[src/rtl/ibex_axi_pkg.sv]
// Shared definitions for the AXI4 SRAM slave.
// Contents: FSM state encoding, AXI response and burst codes, and the AXI
// request/response structs (32-bit addr/data, 4-bit ID, 1-bit user).
package ibex_axi_pkg;

  typedef enum logic [2:0] {
    ST_IDLE,
    ST_RD_ACC,
    ST_RD_RESP,
    ST_WR_DATA,
    ST_WR_RESP
  } sram_state_e;

  localparam logic [1:0] RESP_OKAY   = 2'b00;
  localparam logic [1:0] RESP_SLVERR = 2'b10;

  localparam logic [1:0] BURST_FIXED = 2'b00;
  localparam logic [1:0] BURST_INCR  = 2'b01;
  localparam logic [1:0] BURST_WRAP  = 2'b10;

  typedef struct packed {
    logic [3:0]  id;
    logic [31:0] addr;
    logic [7:0]  len;
    logic [2:0]  size;
    logic [1:0]  burst;
    logic        user;
  } axi_ax_t;

  typedef struct packed {
    logic [31:0] data;
    logic [3:0]  strb;
    logic        last;
    logic        user;
  } axi_w_t;

  typedef struct packed {
    logic [3:0] id;
    logic [1:0] resp;
    logic       user;
  } axi_b_t;

  typedef struct packed {
    logic [3:0]  id;
    logic [31:0] data;
    logic [1:0]  resp;
    logic        last;
    logic        user;
  } axi_r_t;

  typedef struct packed {
    axi_ax_t aw;
    logic    aw_valid;
    axi_w_t  w;
    logic    w_valid;
    logic    b_ready;
    axi_ax_t ar;
    logic    ar_valid;
    logic    r_ready;
  } axi_req_t;

  typedef struct packed {
    logic    aw_ready;
    logic    ar_ready;
    logic    w_ready;
    axi_b_t  b;
    logic    b_valid;
    axi_r_t  r;
    logic    r_valid;
  } axi_rsp_t;

endpackage

[src/rtl/ibex_axi_sram_addr_gen.sv]
// Beat address generator for the AXI SRAM slave.
// Ports:
//   start_addr_i  burst start byte address
//   burst_i       AXI burst type
//   size_i        AXI beat size
//   beat_i        beat index within the burst
//   addr_o        byte address of this beat (32-bit wrap-around for INCR)
//   err_o         beat is not serviceable (WRAP/reserved burst, size != 4 bytes,
//                 or address beyond the SRAM)
module ibex_axi_sram_addr_gen #(
  parameter int unsigned MemWords = 16384
) (
  input  logic [31:0] start_addr_i,
  input  logic [1:0]  burst_i,
  input  logic [2:0]  size_i,
  input  logic [7:0]  beat_i,
  output logic [31:0] addr_o,
  output logic        err_o
);
  import ibex_axi_pkg::*;

  // One extra bit so MemWords*4 == 2^32 still compares correctly.
  localparam logic [32:0] ByteLimit = 33'(MemWords) * 33'd4;

  always_comb begin
    addr_o = (burst_i == BURST_FIXED) ? start_addr_i
                                      : start_addr_i + {22'b0, beat_i, 2'b00};
    err_o  = (burst_i == BURST_WRAP) || (burst_i == 2'b11) || (size_i != 3'd2) ||
             ({1'b0, addr_o} >= ByteLimit);
  end

endmodule

[src/rtl/ibex_axi_sram.sv]
// AXI4 slave in front of a single-port 32-bit SRAM, one transaction at a time.
// Ports:
//   clk_i, rst_ni      clock, async active-low reset
//   axi_req_i          AW/W/AR channels plus bready/rready
//   axi_rsp_o          awready/wready/arready plus B and R channels
//   sram_req_o         SRAM access strobe (read data returns one cycle later)
//   sram_we_o          SRAM write enable
//   sram_addr_o        SRAM word address
//   sram_wdata_o       SRAM write data
//   sram_be_o          SRAM byte enables
//   sram_rdata_i       SRAM read data
module ibex_axi_sram #(
  parameter type         axi_req_t = ibex_axi_pkg::axi_req_t,
  parameter type         axi_rsp_t = ibex_axi_pkg::axi_rsp_t,
  parameter int unsigned MemWords  = 16384
) (
  input  logic                        clk_i,
  input  logic                        rst_ni,
  input  axi_req_t                    axi_req_i,
  output axi_rsp_t                    axi_rsp_o,
  output logic                        sram_req_o,
  output logic                        sram_we_o,
  output logic [$clog2(MemWords)-1:0] sram_addr_o,
  output logic [31:0]                 sram_wdata_o,
  output logic [3:0]                  sram_be_o,
  input  logic [31:0]                 sram_rdata_i
);
  import ibex_axi_pkg::*;

  localparam int AddrW = $clog2(MemWords);

  sram_state_e state_q, state_d;
  logic        prio_wr_q, prio_wr_d;  // 1: write wins the next AR/AW collision
  logic        en_q;                  // keeps the ready signals low while in reset
  logic [3:0]  id_q, id_d;
  logic [31:0] addr_q, addr_d;
  logic [7:0]  len_q, len_d;
  logic [2:0]  size_q, size_d;
  logic [1:0]  burst_q, burst_d;
  logic [7:0]  cnt_q, cnt_d;
  logic        werr_q, werr_d;
  logic [1:0]  rresp_q, rresp_d;
  logic        rlast_q, rlast_d;
  logic        rd_pend_q, rd_pend_d;  // first RD_RESP cycle: SRAM data is live on the bus
  logic [31:0] rdata_q, rdata_d;

  logic [31:0] beat_addr;
  logic        beat_err;
  logic        last_beat;
  axi_rsp_t    rsp;

  ibex_axi_sram_addr_gen #(.MemWords(MemWords)) u_addr_gen (
    .start_addr_i (addr_q),
    .burst_i      (burst_q),
    .size_i       (size_q),
    .beat_i       (cnt_q),
    .addr_o       (beat_addr),
    .err_o        (beat_err)
  );

  assign last_beat    = (cnt_q == len_q);
  assign sram_addr_o  = beat_addr[AddrW+1:2];
  assign sram_wdata_o = axi_req_i.w.data;
  assign sram_be_o    = axi_req_i.w.strb;
  assign axi_rsp_o    = rsp;

  always_comb begin
    state_d   = state_q;
    prio_wr_d = prio_wr_q;
    id_d      = id_q;
    addr_d    = addr_q;
    len_d     = len_q;
    size_d    = size_q;
    burst_d   = burst_q;
    cnt_d     = cnt_q;
    werr_d    = werr_q;
    rresp_d   = rresp_q;
    rlast_d   = rlast_q;
    rd_pend_d = 1'b0;
    // Capture the SRAM word in the cycle it is valid so R stays stable under stall.
    rdata_d   = rd_pend_q ? sram_rdata_i : rdata_q;
    sram_req_o = 1'b0;
    sram_we_o  = 1'b0;

    rsp        = '0;
    rsp.r.id   = id_q;
    rsp.r.data = rd_pend_q ? sram_rdata_i : rdata_q;
    rsp.r.resp = rresp_q;
    rsp.r.last = rlast_q;
    rsp.b.id   = id_q;
    rsp.b.resp = werr_q ? RESP_SLVERR : RESP_OKAY;

    unique case (state_q)
      ST_IDLE: begin
        rsp.ar_ready = en_q && !(axi_req_i.aw_valid && prio_wr_q);
        rsp.aw_ready = en_q && !(axi_req_i.ar_valid && !prio_wr_q);
        if (axi_req_i.ar_valid && rsp.ar_ready) begin
          id_d      = axi_req_i.ar.id;
          addr_d    = axi_req_i.ar.addr;
          len_d     = axi_req_i.ar.len;
          size_d    = axi_req_i.ar.size;
          burst_d   = axi_req_i.ar.burst;
          cnt_d     = '0;
          prio_wr_d = 1'b1;
          state_d   = ST_RD_ACC;
        end else if (axi_req_i.aw_valid && rsp.aw_ready) begin
          id_d      = axi_req_i.aw.id;
          addr_d    = axi_req_i.aw.addr;
          len_d     = axi_req_i.aw.len;
          size_d    = axi_req_i.aw.size;
          burst_d   = axi_req_i.aw.burst;
          cnt_d     = '0;
          werr_d    = 1'b0;
          prio_wr_d = 1'b0;
          state_d   = ST_WR_DATA;
        end
      end
      ST_RD_ACC: begin
        sram_req_o = !beat_err;
        rd_pend_d  = !beat_err;
        rresp_d    = beat_err ? RESP_SLVERR : RESP_OKAY;
        rlast_d    = last_beat;
        if (beat_err) rdata_d = '0;
        state_d    = ST_RD_RESP;
      end
      ST_RD_RESP: begin
        rsp.r_valid = 1'b1;
        if (axi_req_i.r_ready) begin
          if (rlast_q) begin
            state_d = ST_IDLE;
          end else begin
            cnt_d   = cnt_q + 8'd1;
            state_d = ST_RD_ACC;
          end
        end
      end
      ST_WR_DATA: begin
        rsp.w_ready = 1'b1;
        if (axi_req_i.w_valid) begin
          sram_req_o = !beat_err;
          sram_we_o  = 1'b1;
          // Length always comes from awlen; a misplaced wlast only poisons bresp.
          if (beat_err || (axi_req_i.w.last != last_beat)) werr_d = 1'b1;
          if (last_beat) state_d = ST_WR_RESP;
          else           cnt_d   = cnt_q + 8'd1;
        end
      end
      ST_WR_RESP: begin
        rsp.b_valid = 1'b1;
        if (axi_req_i.b_ready) state_d = ST_IDLE;
      end
      default: state_d = ST_IDLE;
    endcase
  end

  always_ff @(posedge clk_i or negedge rst_ni) begin
    if (!rst_ni) begin
      state_q   <= ST_IDLE;
      prio_wr_q <= 1'b0;
      en_q      <= 1'b0;
      id_q      <= '0;
      addr_q    <= '0;
      len_q     <= '0;
      size_q    <= '0;
      burst_q   <= '0;
      cnt_q     <= '0;
      werr_q    <= 1'b0;
      rresp_q   <= RESP_OKAY;
      rlast_q   <= 1'b0;
      rd_pend_q <= 1'b0;
      rdata_q   <= '0;
    end else begin
      state_q   <= state_d;
      prio_wr_q <= prio_wr_d;
      en_q      <= 1'b1;
      id_q      <= id_d;
      addr_q    <= addr_d;
      len_q     <= len_d;
      size_q    <= size_d;
      burst_q   <= burst_d;
      cnt_q     <= cnt_d;
      werr_q    <= werr_d;
      rresp_q   <= rresp_d;
      rlast_q   <= rlast_d;
      rd_pend_q <= rd_pend_d;
      rdata_q   <= rdata_d;
    end
  end

endmodule

[config.mk]
export PLATFORM = sky130hd
export DESIGN_NAME = ibex_axi_sram
export DESIGN_NICKNAME = d
export VERILOG_FILES = /design/src/rtl/ibex_axi_pkg.sv /design/src/rtl/ibex_axi_sram_addr_gen.sv /design/src/rtl/ibex_axi_sram.sv
export SDC_FILE = /design/constraint.sdc
export NUM_CORES = 1
export LEC_CHECK = 0
export ABC_AREA = 1
export BUFFER_PORTS_ARGS = -buffer_cell sky130_fd_sc_hd__buf_2
export CORE_MARGIN = 2
export CORE_UTILIZATION = 49
export CTS_CLUSTER_DIAMETER = 200
export DETAILED_ROUTE_END_ITERATION = 6
export PLACE_DENSITY_LB_ADDON = 0.15
export SLEW_MARGIN = 25
export SYNTH_ARGS = -nofsm -noshare
export SYNTH_HDL_FRONTEND = slang
export SYNTH_SLANG_ARGS = --single-unit
[constraint.sdc]
create_clock -name clk_i -period 2.9 [get_ports clk_i]
set_input_delay 0.29 -clock clk_i [delete_from_list [all_inputs] [get_ports clk_i]]
set_output_delay 0.29 -clock clk_i [all_outputs]
set_load 0.05 [all_outputs]
==> metrics, run 1 <==
Die X-Extent roughly 120 microns; CP Launch Point addr_q[2]; share of post-route cells with drive strength above 1 28.5%; power density over the cells 844 nW/um^2; fin area 8150 sq um; clock power share 16.7%; Crit Path Max Fanout 8; total gr overflow 0; worst skew pair latency about 0.35 ns; Flop pwr share a little under a third; Synth cell types 39; cell mode on critical path nand2_1; Synth Cell Area approximately 6800 sq um; DR iter-0 viols 427; final hold viol count 0; Max Cap Viol 0; cts bufs inserted 9; vias in the first global route 5992; largest buffer count on any clock path 2; combinational power share 53.0%; RSZ-0062 raised after global routing yes; failing checks setup timing; Die Y 122 microns; reg2reg setup slack 0.26 ns; Hold Worst Slack roughly 0.20 ns; final setup margin -0.0804 ns; hold crit path type primary input to register; share of the synthesized area in the top cell type 35.5%; Slew Limit Fails 0; cell family with most CP delay simple AND/OR/NAND/NOR gates; internal power 0.00337 W; post-synthesis sequential element count 96; average wire per standard cell 13.8 microns; commonest non-fill, non-tap cell in the layout nand2_1; number of top-level pins 281; GP Congestion 0.943; ys flop type dfrtp_1; first-pass GRT wire length 28900 microns; drt first pass iters 5; switching power share of the total 51.0%; count of buffers from port buffering 197; depth of the most critical reg-to-reg path 19; root buffer cell clkbuf_16; Finished Core Util between 60 and 70%; Worst Hold End id_q[2]; post-layout minimum cycle time 2.98 ns; RR Endpoint rdata_q[2]; kind of critical path register to primary output; Area growth, synth to finish 20.3%; routed vias/inst 4.97; Slowest cell on crit path dfrtp_1; Critical Path Start Type register; endpoints failing setup 1; worst path cell trace ha_4 > buf_4 > buf_4 > nand2_1 > nand2_1 > nand3_1 > nand2_1 > nand2_1 > nand2_2 > nand2_1 > xor2_2 > nand3_1 > nor2_2 > nand3_4 > a21oi_4 > buf_8; Post-Route WL 18000 microns; initial antenna violation count 0; DP Worst Slack 0.101 ns; Area contributors post-synth dfrtp_1 35%, nand2_1 12%, inv_1 10%, o21ai_0 6.6%, buf_4 5.2%; Synth async-reset ratio 100%; core area around 13000 sq um; CTS sink count 96; largest net degree at the start of global routing 87; crit end category primary output; fin crit share 103%; Ant. Diodes 0; row count 42; Hold Path Cell Cnt 3; Mapped Cells ~970; Leak between 4 and 5 nW; Critical Path AT 2.69 ns; max frequency 336 MHz; H-tree level count 3; Die ar. 14800 sq um; worst-margin pin slew approximately 0.62 ns; placed cell area approximately 7700 sq um; Tot GR Track Use between 20% and 30%; hpwl dp 14000 microns; Clock transition at path regs around 0.07 ns; Synth Warn # 0; Peak VDD IR 0.744 mV; Final ANT Viol Nets 0; Avg Cell Area, Syn approximately 7.0 sq um; Max-Slew Margin vs Limit 58.6%; hold path start axi_req_i[141]; Initial Util around half; NetSw ~0.0035 W; CTS tree built; register area share after synthesis a little over a third; Buf/Inv on CP 3; status finished with violations; Final nets 1311; worst path required time between 2 and 3 ns; Post-synth EDFFs 0; clk_skew 0.00559 ns; cell taking the most area after synthesis dfrtp_1; DRC 0; Slowest Stage Delay on Critical Path 0.41 ns; most frequent cells in the layout 215 x nand2_1, 195 x buf_2, 184 x inv_1; r2r startpoint addr_q[2]; detailed-route via count between 6k and 7k
## synthesized netlist by cell type (4+ instances only)
cell / number
nand2_1: 219
inv_1: 187
dfrtp_1: 96
o21ai_0: 89
nor2_1: 53
buf_4: 47
o211ai_1: 36
clkbuf_1: 32
nand3_1: 32
a21oi_2: 29
nand4_1: 29
xor2_1: 14
a31oi_1: 13
a21oi_1: 12
inv_2: 10
ha_1: 9
nor3_1: 9
nor2_2: 7
buf_2: 6
nor4_1: 4
## per-layer routing
layer	vias up	track usage, %	wire length [microns]
met5	-	0	0
met4	0	6.82	354
met3	24	5.62	1210
met2	226	44.3	8900
met1	2903	30.6	7500
li1	3337	-	-
## stage by stage
stage	setup TNS [ns]	cells	total power (W)
2_1_floorplan	0	972	0.00483
3_3_place_gp	0	1277	0.00559
3_5_place_dp	0	1277	0.00562
4_1_cts	-0.141	1303	0.00687
5_1_grt	-0.265	1305	0.00740
6_report	-0.0804	1305	0.00687
## kinds of logic (layout without fill, tap and decap cells)
family	after synthesis	in the layout	share of synthesized area, %
AND/OR/NAND/NOR	372	372	24.3
buffers and inverters	285	442	18.8
AO/OA/AOI/OAI	190	190	17.5
flip-flops	96	96	35.5
XOR/XNOR	14	14	1.81
adder cells (fa/ha/maj)	10	10	1.96
other	2	5	0.111
## area by class of cell
cell class,instances,area [sq um]
clock buffer,11,243
clock inverter,5,41.3
fill,1321,5200
inverter,197,739
multi-input combinational,591,3220
sequential,96,2400
tap,176,220
timing repair buffer,229,1280
## tightest hold or removal path, delay by kind of cell
| kind | cells | cell delay (ns) |
|---|---|---|
| buffers and inverters | 1 | 0.09 |
| AO/OA/AOI/OAI | 1 | 0.07 |
| AND/OR/NAND/NOR | 1 | 0.05 |
## state kept, by name (all words and copies together), names as in the netlist, 2 cells and up
register,count
size_q,3
addr_q,30
cnt_q,8
rdata_q,32
state_q,3
burst_q,2
len_q,8
id_q,4
## worst max-delay path by stage
stage | slack, ns | depth (start not counted) | to
final | -0.08 | 16 | sram_req_o
after global routing | -0.27 | 15 | sram_req_o
after CTS | -0.14 | 17 | sram_req_o
after detailed placement | 0.10 | 16 | sram_req_o
after global placement | 0.12 | 16 | sram_req_o
after floorplan | 0.13 | 17 | sram_req_o
## repair_timing
| action | in CTS | in global routing |
|---|---|---|
| cloned | 0 | 0 |
| pin swaps | 8 | 7 |
| endpoints found under the hold margin | 44 | 0 |
| hold buffers | 1 | 0 |
| buffers inserted | 9 | 2 |
| setup endpoints to repair | 1 | 29 |
| resized for setup | 16 | 8 |
## power groups by stage
stage | Sequential, W | Combinational, W | Clock, W
3_5_place_dp | 0.00209 | 0.00353 | 0
2_1_floorplan | 0.00207 | 0.00276 | 0
5_1_grt | 0.00214 | 0.00403 | 0.00123
3_3_place_gp | 0.00208 | 0.00351 | 0
4_1_cts | 0.00207 | 0.00361 | 0.00118
6_report | 0.00208 | 0.00364 | 0.00115
Note: power is estimated with default switching activity, not from simulation.
==> run 2: changes to the inputs <==
--- a/config.mk
+++ b/config.mk
@@ -5,14 +5,13 @@
 export SDC_FILE = /design/constraint.sdc
 export NUM_CORES = 1
 export LEC_CHECK = 0
-export ABC_AREA = 1
 export BUFFER_PORTS_ARGS = -buffer_cell sky130_fd_sc_hd__buf_2
 export CORE_MARGIN = 2
-export CORE_UTILIZATION = 49
+export CORE_UTILIZATION = 48
+export CTS_BUF_LIST = sky130_fd_sc_hd__clkbuf_4 sky130_fd_sc_hd__clkbuf_8 sky130_fd_sc_hd__clkbuf_16
 export CTS_CLUSTER_DIAMETER = 200
 export DETAILED_ROUTE_END_ITERATION = 6
 export PLACE_DENSITY_LB_ADDON = 0.15
-export SLEW_MARGIN = 25
 export SYNTH_ARGS = -nofsm -noshare
 export SYNTH_HDL_FRONTEND = slang
 export SYNTH_SLANG_ARGS = --single-unit
==> metrics, run 2 <==
count of buffers from port buffering 197 (unchanged); RR Endpoint rdata_q[20] (was rdata_q[2]); CTS sink count 96 (unchanged); post-synthesis compound-gate area fraction 16.7% (was 17.5%); FILL cells 1132 (was 1321); post-layout minimum cycle time 3.40 ns (was 2.98 ns); adder-cell share of the synthesized area 2.09% (was 1.96%); Mapped Cells 698 (was 969); Die ar. 14200 sq um (was 14800 sq um); detailed-route via count 5590 (was 6490); Ant. Diodes 0 (unchanged); clk_skew 0.00545 ns (was 0.00559 ns); kind of critical path register to primary output (unchanged); Leak 4.12 nW (was 4.56 nW); simple-gate share of the synthesized area 16.4% (was 24.3%); final hold viol count 0 (unchanged); row count 42 (unchanged); r2r startpoint addr_q[7] (was addr_q[2]); Max-Slew Margin vs Limit 23.7% (was 58.6%); drt first pass iters 5 (unchanged); Final ANT Viol Nets 0 (unchanged); Max Cap Viol 0 (unchanged); failing checks setup timing (unchanged); Initial Util 48.5% (was 50.8%); cell taking the most area after synthesis dfrtp_1 (unchanged); Synth top cells by count 139 x nand2_1, 96 x dfrtp_1, 70 x o21ai_0 (was 219 x nand2_1, 187 x inv_1, 96 x dfrtp_1); Avg Cell Area, Syn 9.10 sq um (was 6.99 sq um); endpoints failing setup 4 (was 1); final setup margin -0.498 ns (was -0.0804 ns); fraction of synthesized area in multiplexers 13.7% (was 0%); vias in the first global route 5519 (was 5992); core area 13100 sq um (was 13300 sq um); routed vias/inst 5.26 (was 4.97); Critical Path AT 3.11 ns (was 2.69 ns); Biggest register rdata_q (unchanged); DRC 0 (unchanged); Post-synth EDFFs 0 (unchanged); depth of the most critical reg-to-reg path 11 (was 19); largest registers rdata_q x32, addr_q x30 (unchanged); ys flop type dfrtp_1 (unchanged); first-pass GRT wire length 25800 microns (was 28900 microns); Hold Worst Slack 0.0335 ns (was 0.195 ns); Slew Limit Fails 0 (unchanged); commonest non-fill, non-tap cell in the layout buf_2 (was nand2_1); number of top-level pins 281 (unchanged); Die Y 119 microns (was 122 microns); Hold Buf Count CTS 0 (was 1); largest family of logic cells by synthesized area compound AO/OA/AOI/OAI gates (was simple AND/OR/NAND/NOR gates); initial antenna violation count 0 (unchanged); Final nets 1069 (was 1311); H-tree level count 3 (unchanged); root buffer cell clkbuf_16 (unchanged); power density over the cells 869 nW/um^2 (was 844 nW/um^2); largest buffer count on any clock path 2 (unchanged); number of flip-flops under the largest register name 32 (unchanged); Tot GR Track Use 22.3% (was 25.0%); Die X-Extent 119 microns (was 122 microns); RSZ-0062 raised after global routing yes (unchanged); count leader, synth nand2_1 (unchanged); Finished Core Util 61.4% (was 61.0%); fin crit share 117% (was 103%); CTS tree built (unchanged); share of the synthesized area in the top cell type 37.8% (was 35.5%); Synth Cell Area 6350 sq um (was 6780 sq um); Area growth, synth to finish 26.5% (was 20.3%); average wire per standard cell 15.3 microns (was 13.8 microns); worst-margin pin slew 1.15 ns (was 0.621 ns); Crit Path Max Fanout 2 (was 8); Clock transition at path regs 0.07 ns (about the same); reg2reg setup slack 0.10 ns (was 0.26 ns); worst skew pair latency 0.35 ns (about the same); status finished with violations (unchanged); share of post-route cells with drive strength above 1 42.5% (was 28.5%); post-synthesis sequential element count 96 (unchanged); worst path required time 2.61 ns (about the same); cts bufs inserted 9 (unchanged); DR iter-0 viols 348 (was 427); DP Worst Slack -0.279 ns (was 0.101 ns); largest net degree at the start of global routing 69 (was 87); hpwl dp 11600 microns (was 14000 microns); hold crit path type primary input to asynchronous set/reset pin (was primary input to register); Peak VDD IR 0.663 mV (was 0.744 mV); Synth cell types 61 (was 39); crit end category primary output (unchanged); max frequency 294 MHz (was 336 MHz); Synth Warn # 0 (unchanged); total gr overflow 0 (unchanged); Post-Route WL 16200 microns (was 18000 microns); Synth async-reset ratio 100% (unchanged); Critical Path Start Type register (unchanged); GP Congestion 0.861 (was 0.943); most frequent cells in the layout 189 x buf_2, 139 x nand2_1, 96 x dfrtp_1 (was 215 x nand2_1, 195 x buf_2, 184 x inv_1); register area share after synthesis 37.8% (was 35.5%); Area contributors post-synth dfrtp_1 38%, nand2_1 8.2%, mux2i_1 7.9%, mux2_2 5.9%, buf_4 5.8% (was dfrtp_1 35%, nand2_1 12%, inv_1 10%, o21ai_0 6.6%, buf_4 5.2%); Post-Synth XOR/XNOR Area 3.59% (was 1.81%)
[run 2: cell types whose count changed in the layout (fill, tap and decap cells not counted), moves of 22 or more]
cell      before  now
a21oi_2       29    4
mux2_2         0   33
o21ai_2        0   30
inv_1        184   11
o21ai_0       89   66
nand4_1       29    6
o211ai_1      36    4
nor2_1        51   18
buf_4         29   51
nand2_1      215  139
mux2i_1        0   50
[run 2: worst max path at each step]
stage                          from         end  slack (ns)  cells past startpoint
after floorplan            cnt_q[0]  sram_req_o       -0.24                     10
after global placement     cnt_q[0]  sram_req_o       -0.20                     11
after detailed placement  addr_q[2]  sram_req_o       -0.28                     11
after CTS                 addr_q[2]  sram_req_o       -0.54                     11
after global routing      addr_q[2]  sram_req_o       -0.67                     11
final                     addr_q[2]  sram_req_o       -0.50                     11
[run 2: layout make-up]
type,count,area (sq um),share of cell area (%)
timing repair buffer,254,1530,19.0
multi-input combinational,509,3550,44.3
clock inverter,7,55.1,0.686
inverter,12,45.0,0.561
clock buffer,9,225,2.80
sequential,96,2400,29.9
tap,176,220,2.74
[run 2: through the flow]
stage          cells  setup TNS [ns]  total power [W]  cell area (sq um)
3_3_place_gp    1038          -0.202          0.00551               7450
6_report        1063           -1.19          0.00698               8030
2_1_floorplan    701          -0.244          0.00467               6410
5_1_grt         1063           -2.73          0.00743               8030
3_5_place_dp    1038          -0.307          0.00560               7450
4_1_cts         1059           -1.40          0.00690               7900
[run 2: cell families (layout without fill, tap and decap cells)]
family          after synthesis  in the layout
simple gates                229            229
compound gates              156            156
flops                        96             96
buf+inv                      96            282
mux                          83             83
xor+xnor                     26             26
fa+ha+maj                    10             10
other cells                   2              5
[run 2: routing by layer]
| layer | GRT usage, % | routed length [microns] | share of wire [%] |
|---|---|---|---|
| met1 | 28.0 | 7030 | 43 |
| met3 | 4.50 | 951 | 5.9 |
| met4 | 6.85 | 265 | 1.6 |
| met5 | 0 | 0 | 0 |
| met2 | 38.5 | 8000 | 49 |
[run 2: critical path: stages (launching register included)]
cell	delay (ns)
dfrtp_1	0.37
ha_2	0.20
inv_2	0.04
fa_2	0.34
nand2b_4	0.15
a21o_1	0.18
and3_4	0.16
or4_4	0.51
a31oi_1	0.19
nand4_1	0.21
nor3b_4	0.22
buf_6	0.18
[run 2: what timing repair did]
| action | 4_1_cts | 5_1_grt |
|---|---|---|
| endpoints found under the hold margin | 0 | 0 |
| cloned | 0 | 3 |
| resized for setup | 31 | 13 |
| setup buffers | 5 | 2 |
| endpoints found under the setup margin | 7 | 44 |
| pin swaps | 17 | 14 |
[run 2: power breakdown]
group	switching [W]	internal [W]	leakage [nW]	total (W)
clock	0.000545	0.000587	0.121	0.00113
sequential	0.000420	0.00171	1.25	0.00213
combinational	0.00233	0.00138	2.76	0.00372
